==> src/rtl/div_hilo_sequencer.sv <==
// Sequences one divide through the iterative Divider and writes remainder/quotient into HI/LO.
// Optional SIGNED_DIV_EN macro enables two's-complement operands (magnitude divide plus sign fix-up).
module div_hilo_sequencer #(
    parameter int WIDTH          = 32,
    parameter int TIMEOUT_CYCLES = 80
) (
    input  logic                 clk,
    input  logic                 reset,
    input  logic                 start,
    input  logic [WIDTH-1:0]     dividend,
    input  logic [WIDTH-1:0]     divisor,
    output logic                 busy,
    output logic                 done,
    output logic [WIDTH-1:0]     div_q,
    output logic [WIDTH-1:0]     div_m,
    output logic                 div_rst_n,
    input  logic [2*WIDTH-1:0]   div_result,
    input  logic                 div_finish,
    output logic [WIDTH-1:0]     hi_out,
    output logic [WIDTH-1:0]     lo_out,
    output logic                 dbz,
    output logic                 tmo
);

    typedef enum logic [2:0] {IDLE, LOAD, RUN, CAPTURE, DONE} state_t;

    localparam int CNT_W = $clog2(TIMEOUT_CYCLES + 1);
    localparam logic [CNT_W-1:0] CNT_LAST = CNT_W'(TIMEOUT_CYCLES - 1);

    state_t           state;
    logic [CNT_W-1:0] cnt;
    logic [WIDTH-1:0] rem;
    logic [WIDTH-1:0] quot;
    logic [WIDTH-1:0] load_q;
    logic [WIDTH-1:0] load_m;
    logic [WIDTH-1:0] cap_hi;
    logic [WIDTH-1:0] cap_lo;
    logic [WIDTH-1:0] dbz_lo;

    assign rem  = div_result[2*WIDTH-1:WIDTH];
    assign quot = div_result[WIDTH-1:0];

`ifdef SIGNED_DIV_EN
    // Only the operand signs are needed after LOAD; the Divider holds the magnitudes.
    logic q_neg;
    logic r_neg;

    assign load_q = dividend[WIDTH-1] ? -dividend : dividend;
    assign load_m = divisor[WIDTH-1]  ? -divisor  : divisor;
    assign cap_lo = q_neg ? -quot : quot;
    assign cap_hi = r_neg ? -rem  : rem;
    assign dbz_lo = dividend[WIDTH-1] ? WIDTH'(1) : '1;

    always_ff @(posedge clk or negedge reset) begin
        if (!reset) begin
            q_neg <= 1'b0;
            r_neg <= 1'b0;
        end else if (state == IDLE && start) begin
            q_neg <= dividend[WIDTH-1] ^ divisor[WIDTH-1];
            r_neg <= dividend[WIDTH-1];
        end
    end
`else
    assign load_q = dividend;
    assign load_m = divisor;
    assign cap_lo = quot;
    assign cap_hi = rem;
    assign dbz_lo = '1;
`endif

    // Operands go to the Divider on the accepting edge so they are stable through LOAD
    // before div_rst_n releases it.
    always_ff @(posedge clk or negedge reset) begin
        if (!reset) begin
            state     <= IDLE;
            cnt       <= '0;
            busy      <= 1'b0;
            done      <= 1'b0;
            div_q     <= '0;
            div_m     <= '0;
            div_rst_n <= 1'b0;
            hi_out    <= '0;
            lo_out    <= '0;
            dbz       <= 1'b0;
            tmo       <= 1'b0;
        end else begin
            done <= 1'b0;
            case (state)
                IDLE: begin
                    div_rst_n <= 1'b0;
                    if (start) begin
                        dbz <= 1'b0;
                        tmo <= 1'b0;
                        if (divisor == '0) begin
                            hi_out <= dividend;
                            lo_out <= dbz_lo;
                            dbz    <= 1'b1;
                            done   <= 1'b1;
                            state  <= DONE;
                        end else begin
                            div_q <= load_q;
                            div_m <= load_m;
                            busy  <= 1'b1;
                            state <= LOAD;
                        end
                    end
                end
                LOAD: begin
                    cnt       <= '0;
                    div_rst_n <= 1'b1;
                    state     <= RUN;
                end
                RUN: begin
                    if (div_finish) begin
                        div_rst_n <= 1'b0;
                        cnt       <= '0;
                        state     <= CAPTURE;
                    end else if (cnt == CNT_LAST) begin
                        div_rst_n <= 1'b0;
                        cnt       <= '0;
                        tmo       <= 1'b1;
                        busy      <= 1'b0;
                        done      <= 1'b1;
                        state     <= DONE;
                    end else begin
                        cnt <= cnt + 1'b1;
                    end
                end
                CAPTURE: begin
                    hi_out <= cap_hi;
                    lo_out <= cap_lo;
                    busy   <= 1'b0;
                    done   <= 1'b1;
                    state  <= DONE;
                end
                DONE: begin
                    state <= IDLE;
                end
                default: begin
                    state <= IDLE;
                end
            endcase
        end
    end

endmodule

==> config.mk <==
export PLATFORM = sky130hd
export DESIGN_NAME = div_hilo_sequencer
export DESIGN_NICKNAME = d
export VERILOG_FILES = /design/src/rtl/div_hilo_sequencer.sv
export SDC_FILE = /design/constraint.sdc
export NUM_CORES = 1
export LEC_CHECK = 0
export BUFFER_PORTS_ARGS = -buffer_cell sky130_fd_sc_hd__buf_2
export CORE_AREA = 10 10 133 184
export DETAILED_ROUTE_END_ITERATION = 10
export DIE_AREA = 0 0 143 194
export GPL_ROUTABILITY_DRIVEN = 1
export SLEW_MARGIN = 10
export SYNTH_ARGS = -nofsm -noshare
export SYNTH_HDL_FRONTEND = slang
export SYNTH_SLANG_ARGS = --single-unit
==> constraint.sdc <==
create_clock -name clk -period 2.8 [get_ports clk]
set_input_delay 0.14 -clock clk [delete_from_list [all_inputs] [get_ports clk]]
set_output_delay 0.14 -clock clk [all_outputs]
set_load 0.02 [all_outputs]
==> flow_summary.yaml <==
drt:
  wl_per_cell_um: 17.22
  vias: 5221
  first_pass_iters: 4
  drt_iter0_markers: 187
  viasPerCell: 4.455
  drc: 0
  wirelength_mm: 20.18
  ant_nets: 0
sta:
  rsz0062_at_grt: "no"
  max_slew_margin: 0.4590
  finalWorstSetupSlack_ns: 0.3150
  max_freq_mhz: 402.4
  setup_viol: 0
  hold_violations: 0
  fin_tns_setup_ns: 0
  fin_crit_sh: 0.8875
  fin_crit_ns: 2.485
  final_max_slew_viol_count: 0
  worstMarginPinSlew_ns: 0.8003
  finClkSkew_ns: 0.01035
flow_run:
  maxCapViolCount: 0
logic_synthesis:
  synth_nets: 672
  synthCells: 539
  ys_seq_area_frac: 0.5755
  synth-async-reset-ratio: 1.000
  synth_seq_cells: 143
  synth-edff-count: 0
  avgSynthCellArea_sq_um: 11.54
  synth_cell_types: 39
  ys_warn_count: 0
  synth_ff_type: "dfrtp_1"
  syn_area_sq_um: 6218
worst_setup_path:
  crit_path_start_kind: "input port"
  critPathLaunch: "divisor[26]"
  r2r_end: "hi_out[19]$_DFFE_PN0P_"
  reg2regPathDepth: 4
  crit_chain: "dlygate4sd3_1, buf_2, nor4_1, buf_4, nand4_1, or4_4, buf_12, mux2_4"
  cpPeakStageDelay_ns: 0.57
  r2r-start: "state[2]$_DFFE_PN0P_"
  worstPathRequired_ns: 3.09
  slowest_stage: "or4_4"
  critPathCapture: "hi_out[19]$_DFFE_PN0P_"
  arrival_ns: 2.78
  crit_type: "in -> reg"
  crit_path_max_fanout: 34
  r2r_slack_ns: 0.61
  endpoint_kind: "flop"
final_layout:
  seq_area_sq_um: 3578
  nNetsFinal: 1030
  multi_input_area_sq_um: 2424
  fin_cells: 1172
  syn_to_final_growth_pct: 51.13
  n_fill_cell: 1948
  drive_above_1_share: 0.4521
grt:
  use_met3: 0.05221
  grt_max_degree: 51
  grt_use_total: 0.1456
  overflow: 0
  grt_use_met2: 0.2512
  grt_pass1_wl_mm: 31.75
  top_usage_layer: "met2"
  use_met1: 0.1587
  grt_pass1_vias: 5627
  antenna_found_initial: 4
run_status:
  status: "finished clean"
clocking:
  cts.clk_slew.worst_paths_ns: 0.06
  cts_buffers: 17
  clock_path_buffers: 2
  cts_htree_levels: 4
  cts_tree: "built"
  clk_latency_ns: 0.42
  clock_sinks: 143
  cts_setup_buffers: 0
  cts_root_buf: "clkbuf_16"
power_and_ir_drop:
  vdd_drop_max_mv: 0.4819
  power_leakage_nw: 4.697
  p_per_area_nw_per_um2: 1165
  totalPowerFinal_mw: 10.95
die:
  row_count: 63
  core_area_sq_um: 21050
  dieWidth_um: 143
  start_util: 0.2955
  die_y_um: 194
  io_pins: 265
  dieArea_sq_um: 27740
placed_design:
  place_ws_ns: 0.4167
  place_inst: 1043
  gp_congestion: 0.7632
  dp_hpwl_mm: 14.66
  portBuffers: 264
min_path:
  holdPathStages: 3
  hp-class: "in -> reg"
[how the worst min path moves through the flow]
| stage | startpoint | endpoint | slack [ns] |
|---|---|---|---|
| floorplan | reset | busy$_DFFE_PN0P_ | -0.16 |
| global placement | reset | div_m[12]$_DFFE_PN0P_ | 0.13 |
| detailed placement | reset | div_m[12]$_DFFE_PN0P_ | 0.13 |
| CTS | div_result[27] | lo_out[27]$_DFFE_PN0P_ | 0.00003 |
| global route | div_result[27] | lo_out[27]$_DFFE_PN0P_ | 0.02 |
| finish | div_result[27] | lo_out[27]$_DFFE_PN0P_ | 0.02 |
[cells in the mapped netlist, types with 2 or more instances]
| cell type | count | area (sq um) |
|---|---|---|
| nand3_1 | 4 | 20.02 |
| nand2b_1 | 3 | 18.77 |
| buf_2 | 6 | 30.03 |
| buf_6 | 6 | 67.56 |
| nand2_1 | 106 | 397.9 |
| buf_1 | 2 | 7.510 |
| nor2b_1 | 2 | 12.51 |
| nand4_1 | 2 | 12.51 |
| nor4_1 | 9 | 56.30 |
| clkbuf_1 | 16 | 60.06 |
| buf_12 | 3 | 60.06 |
| mux2_2 | 64 | 720.7 |
| o21a_1 | 2 | 15.01 |
| a21oi_1 | 37 | 185.2 |
| dfrtp_1 | 143 | 3578 |
| mux2_4 | 32 | 480.5 |
| o21ai_0 | 12 | 60.06 |
| nor2_1 | 69 | 259.0 |
[cell families after synthesis]
kind of cell / count (synthesis) / share of synthesized area
flip-flops: 143 / 0.5755
multiplexers: 96 / 0.1932
adder cells (fa/ha/maj): 1 / 0.002012
XOR/XNOR: 2 / 0.002817
AND/OR/NAND/NOR: 206 / 0.1396
AO/OA/AOI/OAI: 57 / 0.05010
buffers and inverters: 34 / 0.03682
[placed cells by master, fill, tap and decap left out, drive strengths merged, types with 2 or more instances in the layout]
cell type    instances
nand4                2
nand2b               3
nor4                 9
clkbuf              19
o21ai               12
nor2b                2
or3b                 2
nand2              106
o21a                 2
nor2                69
buf                277
diode                3
dlygate4sd3         95
bufinv               6
clkinvlp             2
a21oi               37
dfrtp              143
mux2                96
nand3                4
clkinv               4
[stage by stage]
stage	cell area [sq um]	hold slack, ns	utilization
CTS	9390	0.00003136	0.4462
floorplan	6218	-0.1556	-
global route	9395	0.02006	0.4464
global placement	7781	0.1256	0.3697
detailed placement	7781	0.1322	0.3697
finish	9398	0.02317	0.4465
[metal layers]
layer | vias up | part of all wire | wire length (um)
met3 | 19 | 0.077 | 1561
met1 | 2481 | 0.39 | 7807
li1 | 2540 | - | -
met2 | 179 | 0.52 | 10450
met5 | - | 0.00064 | 13
met4 | 2 | 0.017 | 348
[critical path: cells and delay by family]
kind                   cells  cell delay [ns]
and+or+nand+nor            3             1.21
muxes                      1             0.33
buffers and inverters      4             1.07
[what timing repair did]
item / in CTS / in global routing
hold endpoints to repair: 172 / 0
resized for setup: 0 / 0
hold buffers: 95 / 0
[sequential cells by signal, indices dropped and copies added, names as in the netlist]
register,count
state,3
done,1
cnt,7
div_q,32
lo_out,32
tmo,1
busy,1
div_rst_n,1
div_m,32
hi_out,32
dbz,1
[cell type report]
cell class              instances  share of cell area
diodes                          3           0.0007988
clock buffers                  19             0.04713
clock inverters                12             0.02290
inverters                       1           0.0003994
multi-input cells             362              0.2579
flip-flops and latches        143              0.3808
well taps                     260             0.03462
repair buffers                372              0.2555
[power by group]
part           switching [mW]  internal [mW]
sequential              0.529           3.06
combinational            2.75           2.06
clock                   0.864           1.68
(Power assumes the default switching activity.)
